`src/rtl/state_seq_timer.sv`:
```
// rtl/state_seq_timer.sv - per-channel duration sequencer; optional request queueing via STATE_SEQ_TIMER_PEND_EN
module state_seq_timer #(
    parameter int N_CH  = 5,
    parameter int CNT_W = 22,
    parameter int CH_W  = 3
) (
    input  logic                   clk_sys,
    input  logic                   rst_n,
    input  logic [N_CH-1:0]        start,
    input  logic [N_CH-1:0]        state_over_in,
    input  logic [N_CH*CNT_W-1:0]  datain,
    input  logic                   abort,
    output logic [N_CH-1:0]        clk_en,
    output logic                   busy,
    output logic [CH_W-1:0]        active_ch,
    output logic                   done,
    output logic                   early
);

    typedef enum logic [1:0] {S_IDLE, S_LOAD, S_RUN, S_DONE} state_t;

    state_t            state_q, state_d;
    logic [CNT_W-1:0]  cnt_q, cnt_d;
    logic [CNT_W-1:0]  load_val;
    logic [CH_W-1:0]   ch_q, ch_d;
    logic [N_CH-1:0]   clk_en_q, clk_en_d;
    logic              busy_q, busy_d;
    logic              done_q, done_d;
    logic              early_q, early_d;
    logic [N_CH-1:0]   req;
    logic [CH_W-1:0]   sel_idx;
    logic              req_any;

`ifdef STATE_SEQ_TIMER_PEND_EN
    logic [N_CH-1:0]   pend_q, pend_d;
    logic [N_CH-1:0]   sel_oh;

    assign req    = start | pend_q;
    // Isolate the lowest set bit: the request that wins arbitration.
    assign sel_oh = req & ~(req - N_CH'(1));
`else
    assign req    = start;
`endif

    assign req_any = |req;

    always_comb begin
        sel_idx = '0;
        for (int i = N_CH - 1; i >= 0; i--) begin
            if (req[i]) sel_idx = CH_W'(i);
        end
    end

    always_comb begin
        load_val = '0;
        for (int i = 0; i < N_CH; i++) begin
            if (ch_q == CH_W'(i)) load_val = datain[i*CNT_W +: CNT_W];
        end
    end

    always_comb begin
        state_d = state_q;
        cnt_d   = cnt_q;
        ch_d    = ch_q;
        early_d = 1'b0;
`ifdef STATE_SEQ_TIMER_PEND_EN
        pend_d  = (state_q != S_IDLE) ? (pend_q | start) : pend_q;
`endif
        case (state_q)
            S_IDLE: begin
                if (req_any) begin
                    state_d = S_LOAD;
                    ch_d    = sel_idx;
`ifdef STATE_SEQ_TIMER_PEND_EN
                    pend_d  = req & ~sel_oh;
`endif
                end
            end
            S_LOAD: begin
                cnt_d   = load_val;
                state_d = (load_val != '0) ? S_RUN : S_DONE;
            end
            S_RUN: begin
                // Early termination outranks a simultaneous time-up.
                if (state_over_in[ch_q]) begin
                    state_d = S_DONE;
                    early_d = 1'b1;
                    cnt_d   = '0;
                end else begin
                    cnt_d = cnt_q - CNT_W'(1);
                    if (cnt_q == CNT_W'(1)) state_d = S_DONE;
                end
            end
            S_DONE: begin
                state_d = S_IDLE;
`ifdef STATE_SEQ_TIMER_PEND_EN
                if (req_any) begin
                    state_d = S_LOAD;
                    ch_d    = sel_idx;
                    pend_d  = req & ~sel_oh;
                end
`endif
            end
            default: state_d = S_IDLE;
        endcase

        if (abort) begin
            state_d = S_IDLE;
            cnt_d   = '0;
            early_d = 1'b0;
`ifdef STATE_SEQ_TIMER_PEND_EN
            pend_d  = '0;
`endif
        end
    end

    // Outputs are derived from the next state so they line up with it once registered.
    always_comb begin
        clk_en_d = '0;
        for (int i = 0; i < N_CH; i++) begin
            clk_en_d[i] = (state_d == S_RUN) && (ch_d == CH_W'(i));
        end
        busy_d = (state_d != S_IDLE);
        done_d = (state_d == S_DONE);
    end

    always_ff @(posedge clk_sys or negedge rst_n) begin
        if (!rst_n) begin
            state_q  <= S_IDLE;
            cnt_q    <= '0;
            ch_q     <= '0;
            clk_en_q <= '0;
            busy_q   <= 1'b0;
            done_q   <= 1'b0;
            early_q  <= 1'b0;
        end else begin
            state_q  <= state_d;
            cnt_q    <= cnt_d;
            ch_q     <= ch_d;
            clk_en_q <= clk_en_d;
            busy_q   <= busy_d;
            done_q   <= done_d;
            early_q  <= early_d;
        end
    end

`ifdef STATE_SEQ_TIMER_PEND_EN
    always_ff @(posedge clk_sys or negedge rst_n) begin
        if (!rst_n) pend_q <= '0;
        else        pend_q <= pend_d;
    end
`endif

    assign clk_en    = clk_en_q;
    assign busy      = busy_q;
    assign active_ch = ch_q;
    assign done      = done_q;
    assign early     = early_q;

endmodule

```
`config.mk`:
```
export PLATFORM = sky130hd
export DESIGN_NAME = state_seq_timer
export DESIGN_NICKNAME = d
export VERILOG_FILES = /design/src/rtl/state_seq_timer.sv
export SDC_FILE = /design/constraint.sdc
export NUM_CORES = 1
export LEC_CHECK = 0
export CAP_MARGIN = 30
export CELL_PAD_IN_SITES_DETAIL_PLACEMENT = 1
export CELL_PAD_IN_SITES_GLOBAL_PLACEMENT = 1
export CORE_MARGIN = 10
export CORE_UTILIZATION = 28
export DETAILED_ROUTE_END_ITERATION = 16
export GPL_TIMING_DRIVEN = 1
export PLACE_DENSITY_LB_ADDON = 0.15
export REMOVE_ABC_BUFFERS = 1
export SYNTH_ARGS = -nofsm -noshare
export SYNTH_HDL_FRONTEND = slang
export SYNTH_SLANG_ARGS = --single-unit
```
`constraint.sdc`:
```
create_clock -name clk_sys -period 2.25 [get_ports clk_sys]
set_input_delay 0.3375 -clock clk_sys [delete_from_list [all_inputs] [get_ports clk_sys]]
set_output_delay 0.3375 -clock clk_sys [all_outputs]
set_load 0.03 [all_outputs]
```
After elaboration in Yosys (flattened, before gate mapping) --
Index checks and enable logic that the tools add are counted.
Cells by class: $add $sub $neg 1, magnitude comparators 1, eq/ne operators 14, mux-type cells 26, reduce and logical (&&, ||, !) cells 12
Operators with widths (number):
- 2-to-1 mux 22 bit | 7
- one-hot mux 22 bit (2 select lines) | 1
- equality test 22 x 1 -> 1 bit, second input constant | 1
- nonzero test 22 bit | 1
- subtractor 22 x 1 -> 22 bit, second input constant | 1
- 2-to-1 mux 3 bit | 7
- equality test 3 x 2 -> 1 bit, second input constant | 4
- equality test 2 bit, second input constant | 4
- 2-to-1 mux 2 bit | 4
- one-hot mux 2 bit (4 select lines) | 1
- equality test 3 x 1 -> 1 bit, second input constant | 2
- equality test 3 bit, second input constant | 2
- zero test 3 bit | 2
- logical AND 1 bit | 5
- 2-to-1 mux 1 bit | 5
- OR reduction 5 bit | 1
- less-than comparator 3 x 4 -> 1 bit, second input constant | 1
- binary-select mux 1 bit (select 3 bit) | 1
- nonzero test 3 bit | 1
- equality test 2 x 1 -> 1 bit, second input constant | 1
- zero test 2 bit | 1
- nonzero test 2 bit | 1
Storage, ports and cells: register bits after elaboration 35, input port bits 123, output and inout bits 11, word-level logic and storage cells 61

Logic depth before layout (Yosys ltp) --
Gate-level depths: netlist of run 1.
depth after elaboration 12, depth in mapped cells 9, mapped depth without buffers 8

Worst setup path before layout of run 1 --
No wires, ideal clock.
path type register to register, start point register ch_q[1] (netlist: active_ch[1]), end point register busy_q (netlist: busy), library setup time 90 ps, data arrival time 2332 ps, required time 2160 ps, slack -172 ps, cell stages (with the launch flop) 9, path buffers 3, clock period less this slack 2422 ps, cells stage by stage dfrtp_1 > buf_2 > buf_4 > buf_4 > mux4_2 > o21ai_0 > nand2_1 > or4_1 > o221ai_1
Between the ends: cells in the longest elaborated chain, start to end 11, elaborated cells on any way between the ends 18, classes of those cells eq/ne (4); mux (11); reduce/logical (3)
Ends and longest elaborated chain:
- start: declaration | line 25 | logic [CH_W-1:0] ch_q, ch_d;
- start signal: assignment | line 139 | ch_q <= ch_d;
- zero test 3 bit | line 57 | if (ch_q == CH_W'(i)) load_val = datain[i*CNT_W +: CNT_W];
- 2-to-1 mux 22 bit (5 in series) | line 57
- nonzero test 22 bit | line 81 | state_d = (load_val != '0) ? S_RUN : S_DONE;
- 2-to-1 mux 1 bit | line 81
- one-hot mux 2 bit (4 select lines) * | line 69 | case (state_q)
- 2-to-1 mux 2 bit * | line 107 | if (abort) begin
- nonzero test 2 bit * | line 123 | busy_d = (state_d != S_IDLE);
- net busy_d | line 27 | logic busy_q, busy_d;
- end signal: assignment | line 141 | busy_q <= busy_d;
- end: declaration | line 27
The timed path passes the listed nets; every way through them passes the cells marked *. The select of a mux whose other input is x is not followed. A chain may end at the register's enable or synchronous reset.

Final worst setup path of run 1 --
start point register ch_q[1] (netlist: active_ch[1]), end point register done_q (netlist: done)
Between the ends: cells in the longest elaborated chain, start to end 11, elaborated cells on any way between the ends 18, classes of those cells eq/ne (5); mux (11); reduce/logical (2)
Ends and longest elaborated chain:
- zero test 3 bit | line 57
- 2-to-1 mux 22 bit (5 in series) | line 57
- nonzero test 22 bit | line 81
- 2-to-1 mux 1 bit | line 81
- one-hot mux 2 bit (4 select lines) * | line 69
- 2-to-1 mux 2 bit * | line 107
- equality test 2 bit * | line 124 | done_d = (state_d == S_DONE);
- net done_d | line 28 | logic done_q, done_d;
- end signal: assignment | line 142 | done_q <= done_d;
- end: declaration | line 28
Marked as above.

==> results of run 1 <==
[state kept, by name (all words and copies together), names as in the netlist]
| signal | count |
|---|---|
| done | 1 |
| state_q | 2 |
| cnt_q | 22 |
| early | 1 |
| active_ch | 3 |
| busy | 1 |
| clk_en | 5 |
[critical path, stage by stage (launching register included)]
cell	delay (ps)
dfrtp_2	420
buf_6	130
buf_12	120
mux2_4	300
a222oi_1	380
buf_4	210
buf_6	100
nand2_2	40
o221ai_2	140
buf_6	160
nor2_2	30
a31o_2	210
[power groups by stage]
stage               combinational (mW)  clock [mW]  sequential [mW]
finish                            6.27       0.925             1.09
CTS                               5.71       0.938             1.08
floorplan                         2.60           0             1.29
global placement                  5.22           0             1.08
detailed placement                5.34           0             1.09
global route                      6.75       0.957             1.12
[through the flow]
| stage | std cells | power [mW] | hold WS (ps) | area (um2) | setup TNS, ps |
|---|---|---|---|---|---|
| 6_report | 747 | 8.288 | 471.4 | 5827 | -910.7 |
| 5_1_grt | 747 | 8.826 | 537.5 | 5827 | -2718 |
| 4_1_cts | 740 | 7.721 | 509.2 | 5555 | -151.4 |
| 3_5_place_dp | 722 | 6.436 | 538.9 | 5181 | -2566 |
| 3_3_place_gp | 722 | 6.302 | 506.8 | 5181 | -1909 |
| 2_1_floorplan | 365 | 3.893 | 41.91 | 3005 | -39260 |
[per-layer routing]
metal	GRT usage, %	part of all wire [%]
met1	22.66	40
met2	37.86	55
met3	3.062	3.3
met4	4.354	1.5
met5	0	0
[cell type report]
cell class              count  area [um2]
clock buffers               5       125.1
flip-flops and latches     35       879.6
repair buffers            234        2208
clock inverters             3       67.56
inverters                  14       52.55
fillers                  1296        5109
multi-input cells         316        2318
well taps                 140       175.2
[cells in the mapped netlist (all sizes together), types with 2 or more instances]
cell type  number  area share [%]
a22oi           5             1.2
nor2           58             7.4
inv            14             1.7
o211ai          6             1.4
ha              6             2.4
o21ai          24             3.8
a21oi          38             6.0
o32ai           2            0.56
xnor2           3            0.83
nor3           11             1.7
nand2b          3            0.60
xor2            3            0.83
and4b           2            0.64
nor4            8             1.8
dfrtp          35              28
o22ai          21             4.2
or2             4            0.79
a31oi           5            0.99
clkbuf         10             1.5
or4             5             1.4
mux4            2             1.4
or3             3            0.79
mux2i          28             8.9
nand3           7             1.3
mux2            7             2.5
a211oi          6             1.4
buf            17             3.1
o2bb2ai         3            0.83
nand2          18             2.2
nor3b           2            0.48
nand3b          2            0.48
o21a            2            0.48
o21bai          3            0.71
nand4           7             1.4
o221ai          3             1.0
[what timing repair did]
| action | 4_1_cts | 5_1_grt |
|---|---|---|
| hold buffers | 0 | 0 |
| gates cloned | 1 | 1 |
| setup buffers | 9 | 6 |
| setup endpoints to repair | 18 | 26 |
| gates resized for setup | 26 | 49 |
| pin swaps | 10 | 12 |
[final timing paths]
check                              from            to  depth (start not counted)  slack, ps
setup reg to reg           active_ch[1]          done                         11       -100
min in group clk_sys          cnt_q[13]     cnt_q[13]                          2        550
hold reg to reg               cnt_q[13]     cnt_q[13]                          2        550
hold / removal                    rst_n         early                          2        470
setup / recovery           active_ch[1]          done                         11       -100
max in group asynchronous         rst_n  active_ch[1]                          2       1400
[cell families after synthesis]
group	share of synthesized area, %
AND/OR/NAND/NOR	22.92
AO/OA/AOI/OAI	26.13
buffers and inverters	6.275
multiplexers	12.83
flip-flops	27.80
XOR/XNOR	1.668
adder cells (fa/ha/maj)	2.383
==> metrics, run 1 <==
status finished, violations left; violations in the final reports setup timing; CP Data Required Time 2430 ps; GRT Util Overall 19.92%; gpl congestion 0.8560; Leak 2.387 nW; type of origin of the critical path flop; die area 15,890 um2; final-report setup violation count 17; Ys Warns 0; Total Wirelength 16,660 um; clock insertion delay at the later pin of the skew report 290 ps; CTS Buf Count 5; final core utilization 53.28%; commonest cells after routing, fill and taps aside 132 x clkdlybuf4s50_1, 86 x buf_4, 54 x nor2_1, 32 x dfrtp_1, 30 x a21oi_1; Fin Clk Skew 6.862 ps; Total Nets Final 735; P_int 4.473 mW; core footprint 10,940 um2; Synth Instances 392; min-delay worst type in2async; Die Ht 126.1 um; first-pass GRT wire length 25,480 um; worst slack at placement -176.1 ps; Tmin final 2353 ps; Post-synth EDFFs 0; PnR worst setup slack -102.6 ps; sw power 3.816 mW; syn avg cell area 8.037 um2; Ports 134; Yosys cell types 68; initial antenna violation count 0; root cell of the clock tree clkbuf_16; WP data arrival 2530 ps; Clock Path Buffers 2; fraction of layout cells with a size suffix above 1 28.67%; # diodes 0; peak supply drop 508.0 uV; hpwl dp 13,060 um; max-cap violations 0; PortBufs 133; Worst-Margin Slew 664.9 ps; mapped cell area 3151 um2; post-synthesis sequential area ratio 27.80%; RSZ-0062 raised after global routing true; Seq pwr share 13.2%; Clk pwr share 11.2%; Slew Limit Fails 0; clk sinks 35; vias in the first global route 4,458; Crit. End Element flop; TritonCTS clock tree done; Net Sw Frac 46.04%; CTS H-tree depth 2; Power Dens Cells 1422 nW/um2; largest net degree at the start of global routing 36; clock-pin slew on the worst setup and hold paths 60 ps; fin crit share 104.6%; Setup Crit Path Kind reg2reg; drt wl/cell 22.31 um; Routed Antenna Nets 0; First-pass DRT Iterations 4; most common cell after layout, fill and taps aside clkdlybuf4s50_1; DR vias/cell 5.391; Hold Vio Cnt, Final 0; Synth Register Bits 35; total global routing overflow 0; worst-path maximum fanout 7; DRC Markers 0; prevailing post-synth register cell dfrtp_1; Area growth syn-to-layout 84.95%; initial DRC count 182; Rows 38; vias after detailed routing 4,027; Rel. slew slack 55.51%; power share of the combinational group 75.7%; die width 126.1 um; FMAX 0.4251 GHz; Async SR Flop Fraction 100.0%; Starting Density 28.81%
No activity file was read; power rests on OpenSTA's default activity.
==> run 2: changes to the inputs <==
Settings changed: REMOVE_ABC_BUFFERS 1 to default.
==> run 2 against run 1 <==
  * The run still ends with setup timing left
  * Total power fell by 4.1%
  * Via count fell by 1.1%
  * Final cell count shrank 1.1%
  * Maximum frequency up 1.6%
  * Clock skew increased by 1.8 ps
  * Global-route usage shrank 0.32 points
  * Clock-buffer cell count up 3
  * Sequential power barely moved
  * Critical endpoint unchanged
  * Largest power group unchanged
==> metrics, run 2 (synthesis gave the netlist of run 1 again) <==
status finished, violations left; violations in the final reports setup timing; commonest cells after routing, fill and taps aside 132 x clkdlybuf4s50_1, 84 x buf_4, 56 x nor2_1, 32 x dfrtp_1, 31 x a21oi_1; vias in the first global route 4,481; Rel. slew slack 68.27%; Cell Count, Final, Fillers Out 739; clock insertion delay at the later pin of the skew report 280 ps; peak supply drop 597.5 uV; drt wl/cell 22.22 um; min-delay worst type in2async; Worst path slowest cell dfrtp_2; die width 126.1 um; Power Dens Cells 1391 nW/um2; FMAX 0.4320 GHz; fin crit share 102.9%; type of origin of the critical path flop; initial DRC count 166; max-cap violations 0; Routed Antenna Nets 0; GRT Util Overall 19.61%; Ports 134; Slew Limit Fails 0; RSZ-0062 raised after global routing true; crit-path cells buf_12 > buf_16 > mux2i_4 > o22ai_2 > a211oi_2 > nand4_1 > buf_4 > nor4_4 > buf_4 > a31o_2; clk sinks 35; largest net degree at the start of global routing 36; DP Cell Count 719; Starting Density 28.81%; Hold Vio Cnt, Final 0; root cell of the clock tree clkbuf_16; max FFs per register 22; Total Nets Final 727; vias after detailed routing 3,983; First-pass DRT Iterations 4; Rows 38; CTS Hold Buffers Added 0; total global routing overflow 0; fraction of layout cells with a size suffix above 1 27.38%; Pwr Total 7.949 mW; clock-pin slew on the worst setup and hold paths 60 ps; die area 15,890 um2; largest reg by FF count cnt_q; Total Wirelength 16,420 um; CP Data Required Time 2470 ps; Leak 2.326 nW; worst-path maximum fanout 7; WP data arrival 2530 ps; Setup Crit Path Kind reg2reg; CTS H-tree depth 2; CTS Buf Count 5; Tmin final 2315 ps; Fin Clk Skew 8.701 ps; PortBufs 133; hpwl dp 13,100 um; # diodes 0; PnR worst setup slack -64.96 ps; final-report setup violation count 10; most common cell after layout, fill and taps aside clkdlybuf4s50_1; first-pass GRT wire length 25,040 um; Clock Path Buffers 2; Die Ht 126.1 um; initial antenna violation count 0; core footprint 10,940 um2; TritonCTS clock tree done; DRC Markers 0; gpl congestion 0.8610; Worst-Margin Slew 476.0 ps; Mapped Nets 521; final core utilization 52.25%; DR vias/cell 5.390; max incr delay on CP 420 ps; most used cell, CP buf_4; Crit. End Element flop; Area growth syn-to-layout 81.37%
-- run 2: changes by cell type in the layout (fill, tap and decap cells not counted), sizes merged --
cell          delta
buf              -6
bufinv           -2
clkbuf           +2
clkinvlp         -1
dlymetal6s2s     -1
-- run 2: per-stage QoR --
| stage | setup WS, ps | instance area, um2 | setup TNS [ps] | hold slack, ps |
|---|---|---|---|---|
| 4_1_cts | -56.44 | 5525 | -343.1 | 504.4 |
| 5_1_grt | -162.4 | 5714 | -1473 | 540.6 |
| 2_1_floorplan | 2.576 | 3168 | 0 | 41.91 |
| 6_report | -64.96 | 5714 | -445.3 | 477.0 |
| 3_5_place_dp | -249.6 | 5175 | -1977 | 518.4 |
| 3_3_place_gp | -237.1 | 5175 | -1843 | 505.6 |
-- run 2: layer usage --
layer / share of wire [%] / vias up / GRT usage, %
li1: - / 1894 / -
met1: 39 / 1975 / 21.91
met2: 55 / 90 / 36.98
met3: 3.4 / 24 / 3.356
met4: 2.3 / 0 / 5.425
met5: 0 / - / 0
-- run 2: layout make-up --
cell class                      instances  area (um2)
Tap cell                              140       175.2
Multi-Input combinational cell        316        2310
Sequential cell                        35       879.6
Clock buffer                            8       156.4
Inverter                               14       52.55
Timing Repair Buffer                  226        2141
Fill cell                            1275        5221
-- run 2: path summary, 6_finish.rpt --
path,startpoint,end,slack [ps],cells past startpoint
setup reg to reg,active_ch[1],done,-60,10
hold / removal,rst_n,cnt_q[2],480,2
max in group asynchronous,rst_n,active_ch[2],1400,2
setup / recovery,active_ch[1],done,-60,10
min in group clk_sys,cnt_q[20],cnt_q[20],530,2
hold reg to reg,cnt_q[20],cnt_q[20],530,2
-- run 2: power by group --
part	total [mW]	internal, mW	switching [mW]	leakage (nW)
Combinational	6.12	2.92	3.20	1.78
Clock	0.734	0.472	0.263	0.0772
Sequential	1.10	0.870	0.226	0.467
-- run 2: critical path: cells and delay by family, from the launching register on --
kind / cells / cell delay (ps)
buffers and inverters: 4 / 690
AO/OA/AOI/OAI: 3 / 480
AND/OR/NAND/NOR: 2 / 430
flip-flops: 1 / 420
multiplexers: 1 / 230
-- run 2: timing repair --
item,in CTS,in global routing
setup buffers,7,3
gates cloned,2,0
pin swaps,7,9
endpoints found under the hold margin,0,0
resized for setup,21,33
setup endpoints to repair,9,23
